## config.mk

```make
export PLATFORM = sky130hd
export DESIGN_NAME = seq_pattern_det
export DESIGN_NICKNAME = d
export VERILOG_FILES = /design/src/rtl/seq_pattern_det_pkg.sv /design/src/rtl/sat_counter.sv /design/src/rtl/seq_pattern_det.sv
export SDC_FILE = /design/constraint.sdc
export NUM_CORES = 1
export LEC_CHECK = 0
export ABC_CLOCK_PERIOD_IN_PS = 2900
export CAP_MARGIN = 10
export CORE_MARGIN = 5
export CORE_UTILIZATION = 52
export CTS_BUF_LIST = sky130_fd_sc_hd__clkbuf_8
export CTS_CLUSTER_DIAMETER = 120
export DETAILED_ROUTE_END_ITERATION = 12
export PLACE_DENSITY = 0.79
export SLEW_MARGIN = 15
export SYNTH_ARGS = -nofsm -noshare
export SYNTH_HDL_FRONTEND = slang
export SYNTH_SLANG_ARGS = --single-unit
```

## constraint.sdc

```tcl
create_clock -name clk -period 2.9 [get_ports clk]
set_input_delay 0.435 -clock clk [delete_from_list [all_inputs] [get_ports clk]]
set_output_delay 0.435 -clock clk [all_outputs]
set_load 0.1 [all_outputs]
```

## src/rtl/seq_pattern_det_pkg.sv

```systemverilog
// Shared types and defaults for the serial bit-pattern detector.
// State encodings are kept as plain localparams for compatibility with older detector code.
package seq_pattern_det_pkg;

  localparam int PAT_W_DEF = 8;
  localparam int CNT_W_DEF = 16;

  typedef logic [1:0] state_t;

  localparam state_t ST_IDLE = 2'b00;
  localparam state_t ST_HUNT = 2'b01;
  localparam state_t ST_LOCK = 2'b10;
  localparam state_t ST_FAIL = 2'b11;

endpackage

```

## src/rtl/sat_counter.sv

```systemverilog
// Saturating up-counter with synchronous clear; clear combined with an increment yields one.
module sat_counter #(
  parameter int W = 16
) (
  input  logic         clk,
  input  logic         reset,
  input  logic         inc_i,
  input  logic         clr_i,
  output logic [W-1:0] cnt_o
);

  logic [W-1:0] cnt_q;
  logic [W-1:0] cnt_d;

  // next count: clear has priority, increment stops at all ones
  always_comb begin
    cnt_d = cnt_q;
    if (clr_i) begin
      cnt_d = inc_i ? W'(1) : '0;
    end else if (inc_i && (cnt_q != {W{1'b1}})) begin
      cnt_d = cnt_q + W'(1);
    end else begin
      cnt_d = cnt_q;
    end
  end

  // count register
  always_ff @(posedge clk) begin
    if (reset) begin
      cnt_q <= '0;
    end else begin
      cnt_q <= cnt_d;
    end
  end

  assign cnt_o = cnt_q;

endmodule

```

## src/rtl/seq_pattern_det.sv

```systemverilog
// Parametrised serial pattern detector with overlap, sticky-lock and anchored modes.
// Build option SEQ_PATTERN_DET_COUNT_EN adds the saturating match counter.
module seq_pattern_det
  import seq_pattern_det_pkg::*;
#(
  parameter int PAT_W = PAT_W_DEF,
  parameter int CNT_W = CNT_W_DEF,
  parameter int LEN_W = $clog2(PAT_W + 1)
) (
  input  logic             clk,
  input  logic             reset,
  input  logic             cfg_arm,
  input  logic [PAT_W-1:0] cfg_pattern,
  input  logic [LEN_W-1:0] cfg_len,
  input  logic             cfg_overlap,
  input  logic             cfg_sticky,
  input  logic             cfg_anchored,
  input  logic             in_valid,
  input  logic             in_bit,
  input  logic             cnt_clr,
  output logic             armed,
  output logic             match,
  output logic             locked,
  output logic             failed,
  output logic             cfg_err,
  output logic [CNT_W-1:0] match_count
);

  state_t           state_q,   state_d;
  logic [PAT_W-1:0] hist_q,    hist_d;
  logic [LEN_W-1:0] fill_q,    fill_d;
  logic [PAT_W-1:0] pat_q,     pat_d;
  logic [LEN_W-1:0] len_q,     len_d;
  logic             ovl_q,     ovl_d;
  logic             sticky_q,  sticky_d;
  logic             anch_q,    anch_d;
  logic             match_q,   match_d;
  logic             cfg_err_q, cfg_err_d;

  logic [PAT_W-1:0] hist_sh_s;
  logic [LEN_W-1:0] fill_inc_s;
  logic [PAT_W-1:0] mask_s;
  logic [LEN_W-1:0] exp_idx_s;
  logic [PAT_W-1:0] exp_vec_s;
  logic             hit_s;
  logic             anch_bad_s;
  logic             len_ok_s;

  function automatic logic [PAT_W-1:0] len_mask(input logic [LEN_W-1:0] l);
    logic [PAT_W-1:0] m;
    for (int i = 0; i < PAT_W; i++) begin
      m[i] = (i < int'(l));
    end
    return m;
  endfunction

  // datapath terms for the bit currently offered on the serial input
  always_comb begin
    hist_sh_s  = {hist_q[PAT_W-2:0], in_bit};
    fill_inc_s = (fill_q >= LEN_W'(PAT_W)) ? LEN_W'(PAT_W) : (fill_q + LEN_W'(1));
    mask_s     = len_mask(len_q);
    hit_s      = (fill_inc_s >= len_q) && ((hist_sh_s & mask_s) == (pat_q & mask_s));
    // expected anchored bit is pattern[len-1-fill], only meaningful while fill < len
    exp_idx_s  = len_q - fill_q - LEN_W'(1);
    exp_vec_s  = pat_q >> exp_idx_s;
    anch_bad_s = anch_q && (fill_q < len_q) && (in_bit != exp_vec_s[0]);
    len_ok_s   = (cfg_len != '0) && (cfg_len <= LEN_W'(PAT_W));
  end

  // next-state: arm has priority over any serial bit in the same cycle
  always_comb begin
    state_d   = state_q;
    hist_d    = hist_q;
    fill_d    = fill_q;
    pat_d     = pat_q;
    len_d     = len_q;
    ovl_d     = ovl_q;
    sticky_d  = sticky_q;
    anch_d    = anch_q;
    match_d   = 1'b0;
    cfg_err_d = 1'b0;
    if (cfg_arm) begin
      if (len_ok_s) begin
        pat_d    = cfg_pattern;
        len_d    = cfg_len;
        ovl_d    = cfg_overlap;
        sticky_d = cfg_sticky;
        anch_d   = cfg_anchored;
        hist_d   = '0;
        fill_d   = '0;
        state_d  = ST_HUNT;
      end else begin
        cfg_err_d = 1'b1;
        state_d   = ST_IDLE;
      end
    end else begin
      case (state_q)
        ST_IDLE: state_d = ST_IDLE;
        ST_HUNT: begin
          if (!in_valid) begin
            state_d = ST_HUNT;
          end else if (anch_bad_s) begin
            state_d = ST_FAIL;
          end else begin
            hist_d = hist_sh_s;
            fill_d = fill_inc_s;
            if (hit_s) begin
              match_d = 1'b1;
              if (sticky_q) begin
                state_d = ST_LOCK;
              end else if (anch_q || !ovl_q) begin
                fill_d = '0;
              end else begin
                fill_d = fill_inc_s;
              end
            end else begin
              match_d = 1'b0;
            end
          end
        end
        ST_LOCK: state_d = ST_LOCK;
        ST_FAIL: state_d = ST_FAIL;
        default: state_d = ST_IDLE;
      endcase
    end
  end

  // state, history and configuration registers
  always_ff @(posedge clk) begin
    if (reset) begin
      state_q   <= ST_IDLE;
      hist_q    <= '0;
      fill_q    <= '0;
      pat_q     <= '0;
      len_q     <= '0;
      ovl_q     <= 1'b0;
      sticky_q  <= 1'b0;
      anch_q    <= 1'b0;
      match_q   <= 1'b0;
      cfg_err_q <= 1'b0;
    end else begin
      state_q   <= state_d;
      hist_q    <= hist_d;
      fill_q    <= fill_d;
      pat_q     <= pat_d;
      len_q     <= len_d;
      ovl_q     <= ovl_d;
      sticky_q  <= sticky_d;
      anch_q    <= anch_d;
      match_q   <= match_d;
      cfg_err_q <= cfg_err_d;
    end
  end

  assign armed   = (state_q == ST_HUNT);
  assign locked  = (state_q == ST_LOCK);
  assign failed  = (state_q == ST_FAIL);
  assign match   = match_q;
  assign cfg_err = cfg_err_q;

  // the oldest history bit is shifted out before it is ever compared
  logic unused_hist_msb;
  assign unused_hist_msb = hist_q[PAT_W-1];

`ifdef SEQ_PATTERN_DET_COUNT_EN
  sat_counter #(
    .W(CNT_W)
  ) u_cnt (
    .clk   (clk),
    .reset (reset),
    .inc_i (match_q),
    .clr_i (cnt_clr),
    .cnt_o (match_count)
  );
`else
  logic unused_cnt_clr;
  assign unused_cnt_clr = cnt_clr;
  assign match_count    = '0;
`endif

endmodule
```

# Yosys cells after proc, flatten, opt, wreduce, memory -nomap -nowiden
# Cells that the tools add are included.
[totals]
register_bits = 30
word_cells = 78
[classes]
n_bitwise = 5
eq_ne = 9
addsub = 3
n_reduce_logical = 15
mux = 23
shifts = 1
magnitude_cmp = 12
[op_table]
columns = ["op", "count"]
rows = [
  ["2-to-1 mux 4 bit", 9],
  ["2-to-1 mux 7 bit", 5],
  ["bitwise AND 8 bit", 2],
  ["< comparator 3 x 4 -> 1 bit, first input constant", 4],
  ["2-to-1 mux 2 bit", 5],
  ["!= test 5 x 3 -> 1 bit, second input constant", 2],
  ["== test 8 bit", 1],
  ["< comparator 1 x 4 -> 1 bit, first input constant", 2],
  ["< comparator 2 x 4 -> 1 bit, first input constant", 2],
  ["one-hot mux 2 bit (4 select lines)", 1],
  ["right shift 8 x 4 -> 1 bit", 1],
  ["OR reduction 5 bit", 1],
  ["adder 4 x 1 -> 4 bit, second input constant", 1],
  ["== test 2 bit, second input constant", 2],
  [">= comparator 4 bit", 1],
  [">= comparator 4 bit, second input constant", 1],
  ["<= comparator 4 bit, second input constant", 1],
  ["logical AND 1 bit", 4],
  ["< comparator 4 bit", 1],
  ["AND reduction 2 bit", 2],
  ["AND reduction 4 bit", 1],
  ["nonzero test 2 bit", 2],
  ["nonzero test 4 bit", 1],
  ["subtractor 4 x 1 -> 4 bit, second input constant", 1],
  ["11 further kinds", 15],
]

# Logic depth before layout (Yosys ltp)
[logic_depth]
word_depth = 9
depth_mapped = 11
ltp_nobuf = 10

# Worst setup path after synthesis
# OpenSTA, ideal clock, no wires.
[synth_timing]
kind = "reg-to-reg"
from = "register len_q[0]"
to = "register state_q[1]"
required_ns = 2.785
path_slack_ns = 0.283
path_stages_with_launch = 11
n_path_buf = 1
arrival_time_ns = 2.502
synth_period_minus_slack_ns = 2.617
cell_sequence = "dfxtp_1 > ha_1 > inv_1 > fa_1 > mux4_1 > mux2_2 > o21ai_2 > xnor2_1 > a211o_1 > buf_6 > o21a_1"
[synth_via]
elab_chain_len = 9
word_cells_on_any_way = 27
classes_between = "add/sub: 2; order compare: 10; eq/ne: 4; shift: 1; mux: 4; bitwise: 2; reduce/logical: 4"
[synth_lines]
columns = ["item", "line", "rtl"]
rows = [
  ["start, declared", "seq_pattern_det.sv:33", "logic [LEN_W-1:0] len_q, len_d;"],
  ["start signal, assigned", "seq_pattern_det.sv:146", "len_q <= len_d;"],
  ["subtractor 4 bit", "seq_pattern_det.sv:64", "exp_idx_s = len_q - fill_q - LEN_W'(1);"],
  ["subtractor 4 x 1 -> 4 bit", "seq_pattern_det.sv:64", ""],
  ["right shift 8 x 4 -> 1 bit", "seq_pattern_det.sv:65", "exp_vec_s = pat_q >> exp_idx_s;"],
  ["!= test 1 bit", "seq_pattern_det.sv:66", "anch_bad_s = anch_q && (fill_q < len_q) && (in_bit != exp_vec_s[0]);"],
  ["logical AND 1 bit", "seq_pattern_det.sv:66", ""],
  ["2-to-1 mux 2 bit", "seq_pattern_det.sv:102", "end else if (anch_bad_s) begin"],
  ["2-to-1 mux 2 bit", "seq_pattern_det.sv:100", "if (!in_valid) begin"],
  ["one-hot mux 2 bit (4 select lines)", "seq_pattern_det.sv:97", "case (state_q)"],
  ["2-to-1 mux 2 bit", "seq_pattern_det.sv:82", "if (cfg_arm) begin"],
  ["end signal, assigned", "seq_pattern_det.sv:142", "state_q <= state_d;"],
  ["end, declared", "seq_pattern_det.sv:29", "state_t state_q, state_d;"],
]
# Parallel ways exist; a longest one is shown, timed or not.
# A chain may end at the register's enable or synchronous reset.

# Worst setup path in the final report
[layout_timing]
from = "register fill_q[0]"
to = "register hist_q[5]"
[layout_via]
elab_chain_len = 7
word_cells_on_any_way = 9
classes_between = "add/sub: 2; order compare: 1; eq/ne: 2; shift: 1; reduce/logical: 3"
[layout_lines]
columns = ["item", "line", "rtl"]
rows = [
  ["start, declared", "seq_pattern_det.sv:31", "logic [LEN_W-1:0] fill_q, fill_d;"],
  ["start signal, assigned", "seq_pattern_det.sv:144", "fill_q <= fill_d;"],
  ["subtractor 4 bit", "seq_pattern_det.sv:64", ""],
  ["subtractor 4 x 1 -> 4 bit", "seq_pattern_det.sv:64", ""],
  ["right shift 8 x 4 -> 1 bit", "seq_pattern_det.sv:65", ""],
  ["!= test 1 bit", "seq_pattern_det.sv:66", ""],
  ["logical AND 1 bit *", "seq_pattern_det.sv:66", ""],
  ["!= test 2 bit (no source line) *", "-", ""],
  ["AND reduction 4 bit (no source line) *", "-", ""],
  ["end signal, assigned", "seq_pattern_det.sv:143", "hist_q <= hist_d;"],
  ["end, declared", "seq_pattern_det.sv:30", "logic [PAT_W-1:0] hist_q, hist_d;"],
]
# Mark *: on every way between the ends. The rest lies on a longest branch, timed or not.

==> impl_metrics.py <==
metrics = {
    "synthesis": {
        "asyncSetResetFlopFracSynth_pct": 0,
        "yosys-top-cells-area": "sky130_fd_sc_hd__dfxtp_1 (32%), sky130_fd_sc_hd__nand2_1 (11%), sky130_fd_sc_hd__ha_1 (8.7%)",
        "postSynthAreaPerCell_um2": 8.302,
        "synth_top_area_share_pct": 32.15,
        "synth-seq-area-share_pct": 32.15,
        "synth.yosys.warnings": 0,
        "synth-seq-cells": 30,
        "synth_ff_type": "sky130_fd_sc_hd__dfxtp_1",
        "yosys.area.top_type": "sky130_fd_sc_hd__dfxtp_1",
        "synth.cell_area_um2": 1868,
        "number_of_enable_type_register_cells_in_the_synthesized_netlist": 0,
        "synth_cells": 225,
        "synthDistinctLibCells": 42,
    },
    "routing": {
        "drt_pass1_iterations": 4,
        "avgRoutedWirePerCell_um": 12.80,
        "detail-route-antenna-nets": 0,
        "drt_iter0_markers": 71,
        "avgViaCountPerCell": 5.117,
        "vias": 1535,
        "routed_wl_um": 3839,
        "detail_route.drc_violations": 0,
    },
    "min_path": {
        "origin_of_the_worst_min_delay_path": "anch_q",
        "type_of_the_tightest_min_delay_check": "reg -> reg",
        "holdPathEnd": "anch_q",
        "holdPathStages": 2,
    },
    "power": {
        "power_frac_comb_pct": 22.9,
        "p_sw_uw": 344.6,
        "p_int_uw": 750.9,
        "power_frac_seq_pct": 39.9,
        "irDropWorstVdd_mv": 0.3219,
        "power.share.clock_pct": 37.1,
        "p_per_area_nw_per_um2": 495.5,
        "power_switching_share_pct": 31.45,
        "cellLeakagePower_uw": 0.0009669,
    },
    "setup_path": {
        "r2r_end": "hist_q[5]",
        "cell_occurring_most_often_along_the_worst_timing_path": "sky130_fd_sc_hd__inv_1",
        "rr_startpoint": "fill_q[0]",
        "highest_cell_delay_on_the_worst_timing_path_ps": 510,
        "endpoint_kind": "flip-flop",
        "timing.reg2reg.worst_path_depth": 11,
        "crit_path_max_fanout": 11,
        "cp.arrival_ps": 2880,
        "cp_cell_sequence": "inv_1 -> ha_1 -> inv_1 -> fa_1 -> mux4_1 -> mux2_2 -> o21ai_2 -> xnor2_1 -> a211o_1 -> buf_6 -> mux2i_1",
        "crit_type": "reg -> reg",
        "worst-r2r-setup-slack_ps": 180,
        "crit_path_top_delay_cell": "sky130_fd_sc_hd__fa_1",
        "crit_path_start_kind": "flip-flop",
        "worst_ep_required_time_ps": 3060,
    },
    "sta": {
        "max_freq_mhz": 367.6,
        "totalNegativeSetupSlack_ps": 0,
        "maxSlewHeadroom_pct": 59.67,
        "hold_slack_ps": 458.5,
        "fin_max_slew_vios": 0,
        "rsz0062_at_grt": "false",
        "final-hold-violation-count": 0,
        "finalCriticalPeriod_ps": 2720,
        "worstMarginPinSlew_ps": 602.8,
        "setup_viol": 0,
        "skew_ps": 8.445,
        "final.period_utilization_pct": 93.80,
    },
    "clocking": {
        "numClockSinks": 30,
        "cts_tree": "yes",
        "tritoncts.num_buffers": 5,
        "clkTransAtPathRegs_ps": 70,
        "htreeDepth": 2,
        "clock_insertion_delay_worst_skew_ps": 280,
        "max-clock-path-buffers": 2,
        "clockRootBuffer": "sky130_fd_sc_hd__clkbuf_8",
    },
    "layout": {
        "fill_cell_count": 304,
        "final_non_filler_cells": 300,
        "layout_overhead_on_the_synthesized_area_pct": 18.35,
        "post-route-cell-area_um2": 2211,
        "layout-drive-gt1-share_pct": 9.055,
        "antenna_cells": 0,
        "final_util_pct": 64.73,
        "layout_common_cells": "sky130_fd_sc_hd__nand2_1 (53), sky130_fd_sc_hd__dfxtp_1 (30), sky130_fd_sc_hd__a21oi_1 (20), sky130_fd_sc_hd__clkdlybuf4s50_1 (19), sky130_fd_sc_hd__conb_1 (16)",
        "final_common_cell": "sky130_fd_sc_hd__nand2_1",
        "nets": 288,
    },
    "floorplan": {
        "design.core.area_um2": 3416,
        "floorplan.die_area_um2": 4891,
        "io_pins": 42,
        "floorplan.initialDensity_pct": 54.69,
        "die_h_um": 69.94,
        "chipWidth_um": 69.94,
        "rows": 21,
    },
    "placement": {
        "io_buffer_count": 24,
        "gpl.final_weighted_congestion": 0.9290,
        "postPlaceCellArea_um2": 2097,
        "detailedPlacementHpwl_um": 3019,
        "place.detailed.instances": 292,
    },
    "grt": {
        "grt_max_degree": 22,
        "antenna_violations_before_repair": 0,
        "global_route.usage.total_pct": 16.09,
        "grt_pass1_wl_um": 6423,
        "grt_pass1_vias": 1474,
        "grt_overflow_total": 0,
    },
    "flow_run": {
        "max_cap_violations": 0,
    },
    "outcome": {
        "run_status": "completed",
    },
}
[metal layers]
metal	global-route usage, %	vias up	share of wire [%]
li1	-	785	-
met1	18.51	699	43
met2	27.49	39	49
met3	4.161	12	5.9
met4	7.872	0	2.4
met5	0	-	0
[area by class of cell]
type / instances / area (µm²) / area share [%]
clock inverters: 3 / 40.04 / 1.811
clock buffers: 5 / 68.82 / 3.113
inverters: 10 / 37.54 / 1.698
flip-flops and latches: 30 / 600.6 / 27.16
multi-input cells: 176 / 1130 / 51.10
well taps: 46 / 57.56 / 2.603
repair buffers: 30 / 276.5 / 12.51
[flip-flops by register name, indices dropped and copies added, names as in the netlist]
register / count
match: 1
fill_q: 4
pat_q: 8
anch_q: 1
ovl_q: 1
state_q: 2
hist_q: 7
cfg_err: 1
len_q: 4
sticky_q: 1
[timing repair]
item                                   CTS  global route
endpoints found under the hold margin    0             0
buffers inserted                         0             0
setup endpoints to repair                0             9
hold buffers                             0             0
gates resized for setup                  0             2
[how the worst max path moves through the flow]
stage,from,endpoint,slack [ps],cells past startpoint
after global routing,fill_q[0],hist_q[5],6,11
after detailed placement,fill_q[0],hist_q[4],190,11
final,fill_q[0],hist_q[5],180,11
after CTS,fill_q[0],hist_q[4],150,11
after global placement,fill_q[0],hist_q[5],200,11
after floorplan,len_q[0],state_q[1],280,10
[through the flow]
stage	power, µW	setup slack, ps
4_1_cts	1105	152.1
2_1_floorplan	654.1	283.2
3_5_place_dp	696.0	187.9
5_1_grt	1138	5.782
3_3_place_gp	693.7	199.3
6_report	1096	179.8
[critical path: cells and delay by family (launching register included)]
family          cells  cell delay (ps)
buf+inv             3              350
xor+xnor            1               90
flops               1              350
fa+ha+maj           2              690
compound gates      2              420
mux                 3              690
[synthesized netlist by cell type (all sizes together), types with 2 or more instances]
cell type / count
nand2: 53
dfxtp: 30
a21oi: 20
buf: 18
ha: 13
mux2i: 11
inv: 10
xnor2: 8
clkbuf: 6
nor2: 5
o21ai: 5
nor3: 4
xor2: 4
a2111oi: 3
nand2b: 3
nor2b: 3
o211ai: 3
and2: 2
mux4: 2
nand3: 2
nor3b: 2
nor4: 2
[power groups by stage]
| stage | clock, µW | sequential, µW | combinational [µW] |
|---|---|---|---|
| 2_1_floorplan | 0 | 450 | 204 |
| 6_report | 407 | 437 | 251 |
| 5_1_grt | 431 | 439 | 268 |
| 3_5_place_dp | 0 | 447 | 249 |
| 3_3_place_gp | 0 | 446 | 247 |
| 4_1_cts | 417 | 437 | 250 |
[cell families after synthesis]
kind of cell,synth area share (%)
and+or+nand+nor,18.75
AOI/OAI and AO/OA,13.73
buffers and inverters,10.45
DFF,32.15
adders and majority gates,9.779
muxes,9.310
xor gates and xnor gates,5.626
other,0.2007
(Power assumes the default switching activity.)
